### config.mk
export PLATFORM = sky130hd
export DESIGN_NAME = twiddle_fetch
export DESIGN_NICKNAME = d
export VERILOG_FILES = /design/src/rtl/twiddle_fetch_pkg.sv /design/src/rtl/tw_skid_fifo.sv /design/src/rtl/twiddle_fetch.sv
export SDC_FILE = /design/constraint.sdc
export NUM_CORES = 1
export LEC_CHECK = 0
export CELL_PAD_IN_SITES_DETAIL_PLACEMENT = 1
export CELL_PAD_IN_SITES_GLOBAL_PLACEMENT = 1
export CORE_AREA = 2 2 95 165
export DETAILED_ROUTE_END_ITERATION = 7
export DIE_AREA = 0 0 97 167
export GPL_TIMING_DRIVEN = 1
export PLACE_DENSITY_LB_ADDON = 0.08
export SLEW_MARGIN = 0
export SYNTH_ARGS = -nofsm -noshare
export SYNTH_HDL_FRONTEND = slang
export SYNTH_HIERARCHICAL = 1
export SYNTH_SLANG_ARGS = --single-unit
### constraint.sdc
create_clock -name clk -period 3.8 [get_ports clk]
set_clock_uncertainty 0.05 [all_clocks]
set_input_delay 0.95 -clock clk [delete_from_list [all_inputs] [get_ports clk]]
set_output_delay 0.95 -clock clk [all_outputs]
set_load 0.005 [all_outputs]
### src/rtl/twiddle_fetch_pkg.sv
// Shared constants for the twiddle fetch unit: FSM state encodings.
package twiddle_fetch_pkg;

  localparam logic [1:0] ST_IDLE  = 2'd0;
  localparam logic [1:0] ST_RUN   = 2'd1;
  localparam logic [1:0] ST_DRAIN = 2'd2;
  localparam logic [1:0] ST_DONE  = 2'd3;

endpackage

### src/rtl/tw_skid_fifo.sv
// Two-entry FIFO holding captured twiddles. An empty FIFO presents zero data so
// nothing stale is visible on the output after a run or a reset.
module tw_skid_fifo #(
  parameter int W = 36
) (
  input  logic         clk,
  input  logic         rst_n,
  input  logic         push,
  input  logic         pop,
  input  logic [W-1:0] wr_data,
  output logic [W-1:0] rd_data,
  output logic         full,
  output logic         empty,
  output logic [1:0]   count
);

  logic [W-1:0] mem [2];
  logic         wr_ptr;
  logic         rd_ptr;

  always_ff @(posedge clk or negedge rst_n) begin
    if (!rst_n) begin
      for (int i = 0; i < 2; i++) mem[i] <= '0;
      wr_ptr <= 1'b0;
      rd_ptr <= 1'b0;
      count  <= 2'd0;
    end else begin
      if (push) begin
        mem[wr_ptr] <= wr_data;
        wr_ptr      <= ~wr_ptr;
      end
      if (pop) rd_ptr <= ~rd_ptr;
      count <= count + {1'b0, push} - {1'b0, pop};
    end
  end

  assign empty   = (count == 2'd0);
  assign full    = (count == 2'd2);
  assign rd_data = empty ? '0 : mem[rd_ptr];

endmodule

### src/rtl/twiddle_fetch.sv
// Walks the radix-2 DIT twiddle order, reads each W^k from the ROM and streams it,
// tagged with its stage and a last flag, to the butterfly unit.
module twiddle_fetch
  import twiddle_fetch_pkg::*;
#(
  parameter int WORDSIZE = 16,
  parameter int ADDRSIZE = 8,
  parameter int LOG2N    = 8,
  localparam int SW      = $clog2(LOG2N)
) (
  input  logic                clk,
  input  logic                rst_n,
  input  logic                start,
  output logic                busy,
  output logic                done,
  output logic                rom_cs,
  output logic [ADDRSIZE-1:0] rom_addr,
  input  logic [WORDSIZE-1:0] rom_data1,
  input  logic [WORDSIZE-1:0] rom_data2,
  output logic                tw_valid,
  input  logic                tw_ready,
  output logic [WORDSIZE-1:0] tw_re,
  output logic [WORDSIZE-1:0] tw_im,
  output logic [SW-1:0]       tw_stage,
  output logic                tw_last,
  output logic [1:0]          fsm_state
);

  localparam int JW = LOG2N - 1;
  localparam int HALF = 2 ** JW;
  localparam int FW = 2 * WORDSIZE + SW + 1;
  localparam logic [SW-1:0] JW_S = SW'(JW);

  logic [1:0]    state;
  logic [SW-1:0] s_cnt;
  logic [JW-1:0] j_cnt;
  logic [JW-1:0] j_mask;
  logic [JW-1:0] k_idx;
  logic          last_issue;
  logic          issue;
  logic          pop;
  logic [2:0]    occ;
  logic          in_flight;
  logic [SW-1:0] fl_stage;
  logic          fl_last;
  logic [FW-1:0] rd_data;
  logic          full;
  logic          empty;
  logic [1:0]    count;

  // k = (j mod 2^s) << (LOG2N-1-s); at the top stage the mask wraps to all ones.
  always_comb begin
    j_mask = (JW'(1) << s_cnt) - JW'(1);
    k_idx  = (j_cnt & j_mask) << (JW_S - s_cnt);
  end

  // Stream handshake: a word moves when tw_valid && tw_ready on a rising edge;
  // head data is held unchanged while tw_valid && !tw_ready.
  assign pop        = tw_valid && tw_ready;
  assign last_issue = (s_cnt == SW'(LOG2N - 1)) && (j_cnt == JW'(HALF - 1));
  // Occupancy the FIFO will have after this edge, counting the word in flight.
  assign occ        = 3'(count) + {2'b00, in_flight} - {2'b00, pop};
  assign issue      = (state == ST_RUN) && (occ < 3'd2) && (!full || pop);

  always_ff @(posedge clk or negedge rst_n) begin
    if (!rst_n) begin
      state     <= ST_IDLE;
      s_cnt     <= '0;
      j_cnt     <= '0;
      in_flight <= 1'b0;
      fl_stage  <= '0;
      fl_last   <= 1'b0;
    end else begin
      in_flight <= issue;
      if (issue) begin
        fl_stage <= s_cnt;
        fl_last  <= last_issue;
      end
      case (state)
        ST_IDLE: begin
          if (start) begin
            state <= ST_RUN;
            s_cnt <= '0;
            j_cnt <= '0;
          end
        end
        ST_RUN: begin
          if (issue) begin
            if (last_issue) begin
              state <= ST_DRAIN;
              s_cnt <= '0;
              j_cnt <= '0;
            end else if (j_cnt == JW'(HALF - 1)) begin
              s_cnt <= s_cnt + SW'(1);
              j_cnt <= '0;
            end else begin
              j_cnt <= j_cnt + JW'(1);
            end
          end
        end
        ST_DRAIN: begin
          if (occ == 3'd0) state <= ST_DONE;
        end
        default: state <= ST_IDLE;
      endcase
    end
  end

  tw_skid_fifo #(.W(FW)) u_fifo (
    .clk     (clk),
    .rst_n   (rst_n),
    .push    (in_flight),
    .pop     (pop),
    .wr_data ({rom_data1, rom_data2, fl_stage, fl_last}),
    .rd_data (rd_data),
    .full    (full),
    .empty   (empty),
    .count   (count)
  );

  assign tw_valid  = !empty;
  assign tw_re     = rd_data[FW-1 -: WORDSIZE];
  assign tw_im     = rd_data[SW + WORDSIZE : SW + 1];
  assign tw_stage  = rd_data[SW:1];
  assign tw_last   = rd_data[0];

  assign rom_cs    = (state == ST_RUN) || (state == ST_DRAIN);
  assign rom_addr  = (state == ST_RUN) ? ADDRSIZE'(k_idx) : '0;
  assign busy      = (state == ST_RUN) || (state == ST_DRAIN);
  assign done      = (state == ST_DONE);
  assign fsm_state = state;

endmodule

# == Yosys cells after proc, flatten, opt, wreduce, memory -nomap -nowiden ==
# Index checks and enable logic that the tools add are counted.
# classes
add_sub_neg,8
n_mul,0
n_div,0
order_cmp,4
eq_ne,11
shift,2
n_mux,23
bitwise_logic,5
n_reduce_logical,16
# op_table
cell,n
$mux W36,5
$bwmux W72,1
$demux W36 S1,1
$mux W7,5
$pmux W7 S2,1
$mux W3,4
$mux W2,4
$ne A2 B2 Y1 const B,4
$reduce_and A4 Y1,2
$add A7 B1 Y7 const B,1
$and A7 B7 Y7,1
$eq A7 B7 Y1 const B,1
$shl A1 B3 Y7 const A,1
$shl A7 B3 Y7,1
$sub A7 B2 Y7 const B,1
$eq A2 B2 Y1 const B,3
$pmux W2 S3,1
$pmux W3 S2,1
$logic_and A1 B1 Y1,5
$ge A2 B2 Y1 const B,2
$logic_not A2 Y1,2
$not A1 Y2,2
$add A2 B1 Y3,1
$add A3 B1 Y3 const B,1
other kinds (15),18
# totals
register_bits,93
latchBits,0
mem_bits_rw,0
mem_bits_ro,0
input_bits,36
output_inout_bits,50
mem_count,0

# == Longest topological paths before layout ==
# Gate-level depths: netlist of the first run.
# logic_depth
ltp_word,9
mapped_depth,14

# == Cells and area by module ==
# The synthesis of the first run kept the hierarchy.
# modules_own_cells
module,instances,cells_per_inst,area_per_inst_um2
tw_skid_fifo,1,246,3585.9
twiddle_fetch,1,181,1488.9

# == Least setup slack after synthesis of the first run ==
# Ideal clock, no wire load.
# synth_path
path_kind,flip-flop to output port
startpoint,register s_cnt[1]
endpoint,output port rom_addr[6]
arrival_time_ps,2432
required_time_ps,2800
path_slack_ps,368
path_stages_with_launch,11
n_path_buf,1
path_cell_list,dfrtp_1 clkbuf_1 inv_1 ha_1 nand2b_1 ha_1 nor2b_1 mux2_4 nor4_2 a41oi_1 a311oi_1
# synth_between
elab_chain_cells,5
# synth_rtl
item,line,text
start: declaration,twiddle_fetch.sv:35,logic [SW-1:0] s_cnt;
start signal: assignment,twiddle_fetch.sv:94,s_cnt <= s_cnt + SW'(1);
$shl A1 B3 Y7,twiddle_fetch.sv:53,j_mask = (JW'(1) << s_cnt) - JW'(1);
$sub A7 B2 Y7,twiddle_fetch.sv:53,
$and A7 B7 Y7,twiddle_fetch.sv:54,k_idx = (j_cnt & j_mask) << (JW_S - s_cnt);
$shl A7 B3 Y7 *,twiddle_fetch.sv:54,
$mux W7 *,twiddle_fetch.sv:128,assign rom_addr = (state == ST_RUN) ? ADDRSIZE'(k_idx) : '0;
end: declaration,twiddle_fetch.sv:17,"output logic [ADDRSIZE-1:0] rom_addr,"
# Every way passes the cells marked *; elsewhere a longest branch is shown, timed or not.

# == Worst setup path in the final report of the first run ==
# layout_path
startpoint,register s_cnt[0]
endpoint,output port rom_addr[6]
# The elaborated chain is that of the path after synthesis.

==> results.yml, run 1 <==
yosys:
  syn_area_um2: 5070
  yosys_warnings: 6
  synth_edf_count: 0
  synth_cell_types: 49
  ys_ff_latch: 93
  synthFlopType: "dfrtp_1"
  synth_nets: 481
  yosysSeqAreaShare: 0.459
  syn_avg_cell_area_um2: 11.9
  syn_inst: 427
  async_flop_share: 1.00
power:
  power_mw: 5.33
  leakagePower_nw: 2.93
  p_clk_frac: 0.185
  power_frac_seq: 0.335
  ir_worst_vdd_v: 0.000318
  p_int_mw: 3.60
  power_switching_mw: 1.73
  p_sw_frac: 0.325
  p_per_area_nw_per_um2: 820
  pwr-share-comb: 0.480
global_routing:
  overflow: 0
  grt.total_usage: 0.159
  grt_max_degree: 66
  grt_first_pass_wirelength_um: 20700
  antenna_found_initial: 0
  first_global_vias: 3979
clock_network:
  clock-root-buffer: "clkbuf_16"
  cts_tree: "done"
  path_clk_slew_ns: 0.07
  cts.sinks: 93
  cts_hold_buf: 0
  clk_path_buf_depth: 2
  numCtsBuffers: 9
  clock_latency_ns: 0.33
  cts.htree.levels: 3
timing:
  fmax_mhz: 272
  final.setup.worst_slack_ns: 0.130
  fin_crit_ns: 3.67
  worst_pin_slew_ns: 0.733
  hold_viol_final: 0
  setup_viol: 0
  relSlewSlack: 0.510
  slew_viol_final: 0
  setup-tns-final_ns: 0
  finalCritPeriodShare: 0.966
critical_path:
  path_class: "reg -> out"
  critPathLaunchType: "flop"
  r2r_end: "j_cnt[2]$_DFFE_PN0P_"
  crit_required_ns: 2.80
  cp.arrival_ns: 2.67
  rrSetupSlack_ns: 0.98
  reg2reg_depth: 13
  critPathCaptureType: "output port"
  rr_startpoint: "u_fifo/count[1]$_DFF_PN0_"
  path_max_fanout: 11
finish:
  diodes: 0
  final_area_um2: 6500
  syn_to_final_growth_pct: 28.1
  n_fill_cell: 1621
  layout.nets: 569
  final_layout_size_suffix_gt1_frac: 0.246
flow_run:
  drv_cap: 0
drt:
  wl_per_cell_um: 18.1
  first_pass_iters: 4
  final_antenna_net_count: 0
  drt_iter0_markers: 68
  routed_wl_um: 12800
  post-route-drc-count: 0
  num_vias: 3588
  routed_via_density: 5.10
floorplanning:
  ios: 86
  dieArea_um2: 16200
  row_count: 59
  die_w_um: 97
  start_util: 0.342
  core_um2: 14800
  die_h_um: 167
placed_design:
  portBuffers: 84
  gp_congestion: 0.827
  dp_hpwl_um: 8830
  dp_slack_ns: 0.0926
  place_area_um2: 6100
worst_hold_path:
  min_path_cells: 2
  hold_start: "fl_last$_DFFE_PN0P_"
  worstHoldPathType: "reg -> reg"
  worstHoldEndpoint: "fl_last$_DFFE_PN0P_"
outcome:
  outcome: "complete, no violations"
routing by layer:
metal | vias up | GRT usage | share of wire | routed length [µm]
li1 | 1657 | - | - | -
met1 | 1848 | 0.178 | 0.40 | 5110
met2 | 66 | 0.298 | 0.55 | 7040
met3 | 17 | 0.0264 | 0.026 | 330
met4 | 0 | 0.0606 | 0.021 | 265
met5 | - | 0 | 0 | 0
placed cells by master, fill, tap and decap left out, types with 4 or more instances in the layout:
cell type and count:
nor2_1 44, nand2b_1 7, buf_4 15, nand2_1 20, and3_1 4, mux2_4 33
o21ai_0 16, mux2i_1 40, mux2_2 41, a21oi_1 4, nand3_1 13, o31ai_1 4
nor2b_1 4, inv_1 15, xnor2_1 5, clkdlybuf4s50_1 80, clkbuf_16 9, ha_1 14
dfrtp_1 92
Yosys cell counts (all sizes together) (2+ instances only):
library cell  instances  share of area
ha                   17          0.042
dfrtp                93           0.46
nor2                 46          0.035
o211ai                3         0.0044
xnor2                 5         0.0086
nor2b                 6         0.0089
o21ai                17          0.017
nor3                  3         0.0030
buf                  18          0.036
nand2                21          0.017
or2                   2         0.0025
xor2                  2         0.0035
a41oi                 2         0.0035
and3                  4         0.0049
nor3b                 2         0.0030
nand2b                7         0.0086
nand3                13          0.013
o31ai                 5         0.0074
mux2                 75           0.19
clkbuf                7         0.0071
a311oi                2         0.0035
mux2i                40          0.079
o22ai                 2         0.0025
inv                  16          0.012
a21oi                 4         0.0039
power by group through the flow:
stage	clock network [mW]	logic (mW)	registers, mW
5_1_grt	1.06	2.82	1.85
4_1_cts	1.02	2.62	1.79
6_report	0.985	2.56	1.78
3_3_place_gp	0	2.56	1.77
3_5_place_dp	0	2.60	1.80
2_1_floorplan	0	1.63	1.67
worst max-delay path by stage:
stage,from,endpoint,slack [ns],cells past startpoint
detailed placement,s_cnt[0]$_DFFE_PN0P_,rom_addr[6],0.09,10
floorplan,s_cnt[1]$_DFFE_PN0P_,rom_addr[6],0.37,10
global placement,s_cnt[0]$_DFFE_PN0P_,rom_addr[6],0.11,10
finish,s_cnt[0]$_DFFE_PN0P_,rom_addr[6],0.13,10
global route,s_cnt[0]$_DFFE_PN0P_,rom_addr[3],-0.01,9
CTS,s_cnt[0]$_DFFE_PN0P_,rom_addr[4],0.005,10
repair_timing:
item | in CTS | in global routing
endpoints found under the setup margin | 5 | 2
setup buffers | 0 | 1
resized for setup | 15 | 4
pin swaps | 0 | 1
layout make-up:
type | instances | area, µm² | area share
multi-input cells | 292 | 2530 | 0.389
inverters | 17 | 63.8 | 0.00982
well taps | 183 | 229 | 0.0352
flip-flops and latches | 93 | 2330 | 0.358
clock inverters | 6 | 95.1 | 0.0146
repair buffers | 102 | 1010 | 0.156
clock buffers | 10 | 239 | 0.0368
logic make-up after synthesis:
family / count (synthesis) / share of synthesized area
muxes: 115 / 0.270
and+or+nand+nor: 106 / 0.0996
DFF: 93 / 0.459
AOI/OAI and AO/OA: 45 / 0.0579
buffers and inverters: 42 / 0.0555
adders and majority gates: 18 / 0.0459
xor gates and xnor gates: 7 / 0.0121
other: 1 / 0.000739
stage by stage:
step / utilization / hold WS [ns] / std cells
after detailed placement: 0.411 / 0.443 / 686
final: 0.438 / 0.455 / 703
after CTS: 0.436 / 0.458 / 702
after global placement: 0.411 / 0.424 / 686
after global routing: 0.438 / 0.469 / 703
after floorplan: - / 0.414 / 427
registers in the layout, indices dropped and copies added (netlist names):
signal         cells
u_fifo/rd_ptr      1
fl_last            1
u_fifo/count       2
j_cnt              7
u_fifo/mem        72
in_flight          1
fl_stage           3
s_cnt              3
fsm_state          2
u_fifo/wr_ptr      1
worst max-delay path: stages, from the launching register on:
cell	delay, ns
dfrtp_1	0.38
buf_4	0.19
ha_2	0.23
ha_2	0.20
buf_4	0.15
nor3b_2	0.15
a221oi_2	0.30
nor3_1	0.11
a41oi_1	0.22
a311oi_1	0.12
dlygate4sd2_1	0.28
(Power assumes the default switching activity.)
==> run 2: changes to the inputs <==
--- a/config.mk
+++ b/config.mk
@@ -8,10 +8,11 @@
 export CELL_PAD_IN_SITES_DETAIL_PLACEMENT = 1
 export CELL_PAD_IN_SITES_GLOBAL_PLACEMENT = 1
 export CORE_AREA = 2 2 95 165
+export CTS_BUF_LIST = sky130_fd_sc_hd__clkbuf_2
 export DETAILED_ROUTE_END_ITERATION = 7
 export DIE_AREA = 0 0 97 167
 export GPL_TIMING_DRIVEN = 1
-export PLACE_DENSITY_LB_ADDON = 0.08
+export PLACE_DENSITY = 0.71
 export SLEW_MARGIN = 0
 export SYNTH_ARGS = -nofsm -noshare
 export SYNTH_HDL_FRONTEND = slang
==> results.yml, run 2 (synthesized netlist as in run 1, its figures left out) <==
timing:
  fmax_mhz: 265
  finalCritPeriodShare: 0.992
  setup_viol: 0
  worst_pin_slew_ns: 0.858
  slew_viol_final: 0
  grt_setup_unrepaired: "true"
  setup-tns-final_ns: 0
  hold_slack_ns: 0.412
  final.setup.worst_slack_ns: 0.0296
  fin_crit_ns: 3.77
  relSlewSlack: 0.427
  hold_viol_final: 0
placed_design:
  dp_hpwl_um: 9100
  gp_congestion: 0.857
  portBuffers: 84
  dp_slack_ns: -0.0777
critical_path:
  cp.arrival_ns: 2.77
  path_class: "reg -> out"
  crit_chain: "inv_2, ha_2, nand2_2, ha_4, buf_4, xnor2_1, nor2_2, buf_4, a311oi_1, a311oi_1, buf_2"
  crit_path_top_delay_cell: "dfrtp_1"
  critPathTopFamily: "buffers and inverters"
  crit_buf_inv: 4
  slowest_delay_ns: 0.47
  critPathLaunchType: "flop"
  rrSetupSlack_ns: 0.74
  path_max_fanout: 4
  critPathCaptureType: "output port"
  crit_required_ns: 2.80
floorplanning:
  row_count: 59
  core_um2: 14800
  dieArea_um2: 16200
  die_w_um: 97
  ios: 86
  start_util: 0.342
  die_h_um: 167
outcome:
  outcome: "complete, no violations"
clock_network:
  cts_tree: "done"
  clk_path_buf_depth: 2
  clock-root-buffer: "clkbuf_2"
  numCtsBuffers: 9
  path_clk_slew_ns: 0.27
  cts.sinks: 93
  cts.htree.levels: 3
  clock_latency_ns: 0.54
global_routing:
  grt.total_usage: 0.166
  grt_max_degree: 65
  overflow: 0
  antenna_found_initial: 1
  first_global_vias: 4092
  grt_first_pass_wirelength_um: 21400
drt:
  post-route-drc-count: 0
  final_antenna_net_count: 0
  drt_iter0_markers: 89
  num_vias: 3663
  routed_wl_um: 13300
  first_pass_iters: 4
  routed_via_density: 5.05
  wl_per_cell_um: 18.4
worst_hold_path:
  worstHoldPathType: "in -> async"
finish:
  layout_commonest_cell: "dfrtp_1"
  most-common-layout-cells: "dfrtp_1 (92), clkdlybuf4s50_1 (77), nor2_1 (44), mux2_2 (41), mux2i_1 (40)"
  n_fill_cell: 1637
  layout.nets: 590
  ff_latch_area_um2: 2330
  largest_reg_flops: 72
  top_register: "u_fifo/mem"
  final_layout_size_suffix_gt1_frac: 0.303
  reg.largest.list: "u_fifo/mem x72, j_cnt x7"
  syn_to_final_growth_pct: 29.4
  multi_input_area_um2: 2630
power:
  leakagePower_nw: 2.96
  power_mw: 5.01
  pwr-share-comb: 0.513
  power_switching_mw: 1.75
  p_per_area_nw_per_um2: 762
  ir_worst_vdd_v: 0.000419
  p_clk_frac: 0.132
  p_int_mw: 3.25
  p_sw_frac: 0.350
  power_frac_seq: 0.355
flow_run:
  drv_cap: 0
## run 2: path summary, 6_finish.rpt
kind,start,to,cells after the start
min in group clk,u_fifo/mem[4]$_DFFE_PN0P_,u_fifo/mem[4]$_DFFE_PN0P_,1
worst max register to register,u_fifo/count[1]$_DFF_PN0_,j_cnt[5]$_DFFE_PN0P_,12
worst max-delay path,s_cnt[1]$_DFFE_PN0P_,rom_addr[6],11
worst min register to register,u_fifo/mem[4]$_DFFE_PN0P_,u_fifo/mem[4]$_DFFE_PN0P_,1
max in group asynchronous,rst_n,fsm_state[1]$_DFFE_PN0P_,2
worst min-delay path,rst_n,j_cnt[3]$_DFFE_PN0P_,1
## run 2: per-stage QoR
stage | std cells | util | instance area, µm²
floorplan | 427 | - | 5070
global placement | 686 | 0.408 | 6060
detailed placement | 686 | 0.408 | 6060
CTS | 708 | 0.428 | 6350
global route | 725 | 0.443 | 6570
finish | 725 | 0.443 | 6570
## run 2: power by group through the flow
stage	logic [mW]	clock network (mW)	registers (mW)
2_1_floorplan	1.63	0	1.67
3_3_place_gp	2.52	0	1.76
3_5_place_dp	2.59	0	1.80
4_1_cts	2.62	0.689	1.78
5_1_grt	2.80	0.719	1.84
6_report	2.57	0.660	1.78
## run 2: final cells by class
| cell class | instances | area share |
|---|---|---|
| antenna | 1 | 0.000381 |
| clock buffer | 9 | 0.00686 |
| clock inverter | 7 | 0.0196 |
| inverter | 17 | 0.0103 |
| multi-input combinational | 292 | 0.401 |
| sequential | 93 | 0.355 |
| tap | 183 | 0.0349 |
| timing repair buffer | 123 | 0.172 |
## run 2: worst reg2reg max path: cells and delay by family (launching register included)
kind,cells,cell delay (ns)
simple gates,3,0.40
compound gates,3,0.80
flops,1,0.58
xor+xnor,1,0.24
buf+inv,2,0.13
fa+ha+maj,3,0.82
## run 2: what timing repair did
item | 4_1_cts | 5_1_grt
setup endpoints to repair | 6 | 5
pin swaps | 7 | 7
hold buffers | 0 | 0
buffers inserted | 6 | 16
resized for setup | 29 | 23
## run 2: layer usage
layer,global-route usage,vias to the layer above,share of wire
met5,0,-,0
met4,0.0625,0,0.021
met3,0.0256,20,0.026
met2,0.320,65,0.57
met1,0.178,1871,0.38
li1,-,1707,-
